[config.mk]
export PLATFORM = sky130hd
export DESIGN_NAME = shift_mult_32
export DESIGN_NICKNAME = d
export VERILOG_FILES = /design/src/rtl/shift_mult_32_pkg.sv /design/src/rtl/shift_mult_32_onehot_enc.sv /design/src/rtl/shift_mult_32.sv
export SDC_FILE = /design/constraint.sdc
export NUM_CORES = 1
export LEC_CHECK = 0
export CORE_MARGIN = 2
export CORE_UTILIZATION = 32
export DETAILED_ROUTE_END_ITERATION = 6
export GPL_ROUTABILITY_DRIVEN = 1
export HOLD_SLACK_MARGIN = 0.1
export MAX_ROUTING_LAYER = met4
export PLACE_DENSITY = 0.54
export SLEW_MARGIN = 40
export SYNTH_ARGS = -nofsm -noshare
export SYNTH_HDL_FRONTEND = slang
export SYNTH_SLANG_ARGS = --single-unit
[constraint.sdc]
create_clock -name clk -period 4.4 [get_ports clk]
set_clock_uncertainty 0.1 [all_clocks]
set_input_delay 0.88 -clock clk [delete_from_list [all_inputs] [get_ports clk]]
set_output_delay 0.88 -clock clk [all_outputs]
set_load 0.02 [all_outputs]
[src/rtl/shift_mult_32_pkg.sv]
// rtl/shift_mult_32_pkg.sv - shared multiplier definitions (state encodings, width, last iteration)
package shift_mult_32_pkg;

   localparam int MULT_WIDTH = 32;
   localparam int MULT_CNT_W = 5;
   localparam logic [4:0] MULT_LAST = 5'd31;

   // Encodings are shared with the control FSM, so they must not be renumbered.
   localparam logic [1:0] S_IDLE = 2'd0;
   localparam logic [1:0] S_FAST = 2'd1;
   localparam logic [1:0] S_ITER = 2'd2;

endpackage

[src/rtl/shift_mult_32_onehot_enc.sv]
// rtl/shift_mult_32_onehot_enc.sv - onehot_enc_32: 32->5 bit-position encoder for a one-hot word, 0 for zero input
module onehot_enc_32 (
   input  logic [31:0] onehot,
   output logic [4:0]  idx
);

   // OR-ing positions is exact for a one-hot word and yields 0 for an all-zero word.
   always_comb begin
      idx = 5'd0;
      for (int i = 0; i < 32; i++) begin
         if (onehot[i]) idx = idx | i[4:0];
      end
   end

endmodule

[src/rtl/shift_mult_32.sv]
// rtl/shift_mult_32.sv - multi-cycle unsigned 32x32->64 multiplier; SHIFT_MULT_FAST_PATH_EN enables the 1-cycle power-of-two path
module shift_mult_32
   import shift_mult_32_pkg::*;
#(
   parameter int WIDTH = MULT_WIDTH,
   parameter int CNT_W = MULT_CNT_W
) (
   input  logic               clk,
   input  logic               rst_n,
   input  logic               start,
   input  logic [WIDTH-1:0]   a,
   input  logic [WIDTH-1:0]   b,
   input  logic [WIDTH-1:0]   onehot_b,
   output logic               busy,
   output logic               done,
   output logic [2*WIDTH-1:0] prod
);

   logic [1:0]       state;
   logic [CNT_W-1:0] cnt;
   logic [WIDTH-1:0] a_q;
   logic [WIDTH:0]   upper;

   // Shift-add step: the multiplier occupies prod's low half and drains out as the sum shifts in.
   always_comb begin
      upper = {1'b0, prod[2*WIDTH-1:WIDTH]};
      if (prod[0]) upper = {1'b0, prod[2*WIDTH-1:WIDTH]} + {1'b0, a_q};
   end

`ifdef SHIFT_MULT_FAST_PATH_EN
   logic [WIDTH-1:0]   oh_q;
   logic               b_zero_q;
   logic [4:0]         idx;
   logic [2*WIDTH-1:0] fast_prod;

   onehot_enc_32 u_enc (
      .onehot (oh_q),
      .idx    (idx)
   );

   assign fast_prod = b_zero_q ? '0 : ({{WIDTH{1'b0}}, a_q} << idx);
`else
   logic unused_onehot;
   assign unused_onehot = ^onehot_b;
`endif

   always_ff @(posedge clk or negedge rst_n) begin
      if (!rst_n) begin
         state <= S_IDLE;
         busy  <= 1'b0;
         done  <= 1'b0;
         prod  <= '0;
         cnt   <= '0;
         a_q   <= '0;
`ifdef SHIFT_MULT_FAST_PATH_EN
         oh_q     <= '0;
         b_zero_q <= 1'b0;
`endif
      end else begin
         done <= 1'b0;
         case (state)
            S_IDLE: begin
               if (start) begin
                  a_q  <= a;
                  busy <= 1'b1;
`ifdef SHIFT_MULT_FAST_PATH_EN
                  oh_q     <= onehot_b;
                  b_zero_q <= (b == '0);
                  if (onehot_b != '0 || b == '0) begin
                     state <= S_FAST;
                  end else begin
                     state <= S_ITER;
                     prod  <= {{WIDTH{1'b0}}, b};
                     cnt   <= '0;
                  end
`else
                  state <= S_ITER;
                  prod  <= {{WIDTH{1'b0}}, b};
                  cnt   <= '0;
`endif
               end
            end
`ifdef SHIFT_MULT_FAST_PATH_EN
            S_FAST: begin
               prod  <= fast_prod;
               done  <= 1'b1;
               busy  <= 1'b0;
               state <= S_IDLE;
            end
`endif
            S_ITER: begin
               prod <= {upper, prod[WIDTH-1:1]};
               cnt  <= cnt + 1'b1;
               if (cnt == MULT_LAST) begin
                  done  <= 1'b1;
                  busy  <= 1'b0;
                  state <= S_IDLE;
               end
            end
            default: state <= S_IDLE;
         endcase
      end
   end

endmodule

==> impl_metrics.py <==
metrics = {
    "run_status": {
        "status": "finished clean",
    },
    "route": {
        "first_pass_iters": 4,
        "drc": 0,
        "vias": 5086,
        "first_iter_violations": 375,
        "drt-total-wl_um": 16670,
        "ant_nets": 0,
        "routedWlPerCell_um": 16.60,
        "vias_per_cell": 5.066,
    },
    "yosys": {
        "async_reset_ff_frac": 1.000,
        "synth_flop_cell": "dfrtp_1",
        "yosys-top-cells-area": "dfrtp_1 (42%), mux2_2 (7.8%), ha_1 (6.9%)",
        "yosysWarnings": 0,
        "synth_top_area_share": 0.4162,
        "synth_top_family_by_area": "compound AO/OA/AOI/OAI gates",
        "synth_seq_cells": 103,
        "ys_seq_area_frac": 0.4162,
        "synth-simple-area-share": 0.1293,
        "synth_top_cell_by_area": "dfrtp_1",
        "muxShareOfSynthArea": 0.1347,
        "synth-compound-area-share": 0.1786,
        "yosysUniqueCellTypes": 53,
        "synthesis.nets": 759,
        "synth_most_common_cell": "dfrtp_1",
        "synth_area_um2": 6193,
        "synth-edff-count": 0,
        "netlist_instances": 625,
        "syn_area_per_cell_um2": 9.910,
        "synthXorXnorAreaFrac": 0.04384,
        "synth_common_cells": "dfrtp_1 (103), nand2_1 (71), o21ai_0 (64)",
        "synthAdderAreaFrac": 0.07192,
    },
    "layout": {
        "area_growth_pct": 30.12,
        "fillers": 1827,
        "stdcell_area_um2": 8059,
        "finalNonFillerCells": 1004,
        "fin_nets": 873,
        "multi_input_area_um2": 3463,
        "drive_gt1_frac": 0.1048,
        "regArea_um2": 2581,
        "diodes": 0,
    },
    "timing": {
        "slew_viol_final": 0,
        "worst_slew_pin_slew_ns": 0.7272,
        "period_needed_ns": 3.296,
        "rsz0062_at_grt": "no",
        "setup_slack_ns": 1.104,
        "max_freq_ghz": 0.3034,
        "relSlewSlack": 0.5130,
        "fin_tns_setup_ns": 0,
        "finalSetupViolations": 0,
        "hold_viol": 0,
        "period_share": 0.7492,
    },
    "cts": {
        "holdBufCountCts": 0,
        "clock_tree.buffer_depth": 2,
        "cts_tree": "done",
        "clkTransAtPathRegs_ns": 0.07,
        "clock-root-buffer": "clkbuf_16",
        "cts_buffers": 9,
        "cts_setup_buffers": 0,
        "insertion_delay_ns": 0.36,
        "cts-resized-gates": 0,
        "cts.sink_count": 103,
        "ctsHtreeMaxLevel": 3,
    },
    "global_routing": {
        "antenna_found_initial": 0,
        "grt_max_degree": 67,
        "grt_pass1_vias": 5394,
        "track_usage": 0.1780,
        "grt_overflow": 0,
        "grt_pass1_wl_um": 27740,
    },
    "run": {
        "drv_cap": 0,
    },
    "floorplan": {
        "die-area_um2": 20480,
        "die_h_um": 143.1,
        "core_um2": 18830,
        "start_util": 0.3289,
        "num_rows": 50,
        "io_pins": 165,
        "die_w_um": 143.1,
    },
    "place": {
        "gp_congestion": 0.8975,
        "hpwl_um": 11880,
        "dpl_cell_area_um2": 7759,
        "io_buffers": 132,
        "placedCellCount": 988,
        "dpl_worst_slack_ns": 1.152,
    },
    "min_path": {
        "hold_path_class": "input port to async pin",
    },
    "worst_setup_path": {
        "critPathRequiredTime_ns": 4.52,
        "cp-start-kind": "flop",
        "end_kind": "flop",
        "cp_max_fo": 6,
        "crit_type": "flop to flop",
        "cp.arrival_ns": 3.41,
    },
    "power_and_ir_drop": {
        "power.leakage_nw": 3.576,
        "ir_drop_mv": 0.3062,
        "power-per-cell-area_nw_per_um2": 889.1,
        "total_power_mw": 7.166,
    },
}
==> placed cells by master (no fill, tap or decap), types with 5 or more instances in the layout <==
| cell | synthesis | final |
|---|---|---|
| clkbuf_16 | 0 | 9 |
| a31oi_1 | 6 | 6 |
| nand2_1 | 71 | 71 |
| a21o_1 | 24 | 24 |
| o21ai_0 | 64 | 64 |
| o21a_1 | 5 | 5 |
| xor2_1 | 12 | 12 |
| nand2b_1 | 19 | 19 |
| nand3_1 | 9 | 9 |
| nor2_1 | 19 | 18 |
| ha_1 | 34 | 34 |
| dfrtp_1 | 103 | 102 |
| buf_4 | 0 | 8 |
| a21oi_1 | 45 | 45 |
| xnor2_1 | 19 | 19 |
| and3_1 | 8 | 8 |
| mux2_2 | 43 | 43 |
| clkdlybuf4s50_1 | 0 | 130 |
| nor3b_1 | 10 | 10 |
| mux2i_1 | 35 | 35 |
| inv_1 | 6 | 6 |
==> area by class of cell <==
class	count	share of cell area
Tap cell	260	0.04037
Clock inverter	4	0.006676
Sequential cell	103	0.3203
Clock buffer	12	0.03059
Multi-Input combinational cell	480	0.4297
Timing Repair Buffer	139	0.1695
Inverter	6	0.002795
==> registers in the layout (all words and copies together), names as in the netlist <==
| signal | flops |
|---|---|
| a_q | 32 |
| cnt | 5 |
| done | 1 |
| prod | 64 |
| busy | 1 |
==> per-layer routing <==
metal	up-vias	wire length, um	track usage
met3	24	862	0.04427
met2	133	7477	0.2773
met5	-	0	-
met1	2459	7903	0.2261
met4	0	426	0.06097
li1	2470	-	-
==> power breakdown <==
part,switching [mW],leakage [nW],internal [mW]
logic,2.31,2.18,2.11
registers,0.475,1.25,1.43
clock network,0.379,0.139,0.460
total,3.16,3.58,4.01
==> critical path, stage by stage (launching register included) <==
cell and delay (ns):
dfrtp_1 0.43, ha_1 0.40, and3_4 0.19, a2111oi_4 0.49, o22ai_2 0.19, or4_4 0.54, a31oi_4 0.21, o21ai_2 0.14
a21oi_1 0.19, xor2_1 0.18, o21ai_0 0.10
==> metrics by stage <==
step | hold WS, ns | utilization
3_3_place_gp | 0.3858 | 0.4119
6_report | 0.3594 | 0.4280
4_1_cts | 0.3652 | 0.4280
3_5_place_dp | 0.3903 | 0.4120
5_1_grt | 0.3833 | 0.4280
2_1_floorplan | 0.3697 | -
==> worst paths after layout <==
| kind | start | to | slack [ns] | cells past startpoint |
|---|---|---|---|---|
| max reg2reg | prod[36] | prod[62] | 1.10 | 10 |
| min | rst_n | a_q[29] | 0.36 | 1 |
| min reg2reg | cnt[4] | cnt[4] | 0.40 | 1 |
| min in group clk | cnt[4] | cnt[4] | 0.40 | 1 |
| max in group asynchronous | rst_n | a_q[8] | 2.94 | 2 |
| max | prod[36] | prod[62] | 1.10 | 10 |
==> logic make-up after synthesis <==
family	Yosys count
AO/OA/AOI/OAI	175
AND/OR/NAND/NOR	161
flip-flops	103
multiplexers	78
buffers and inverters	42
adder cells (fa/ha/maj)	35
XOR/XNOR	31
Power figures use the tool's default switching activity.
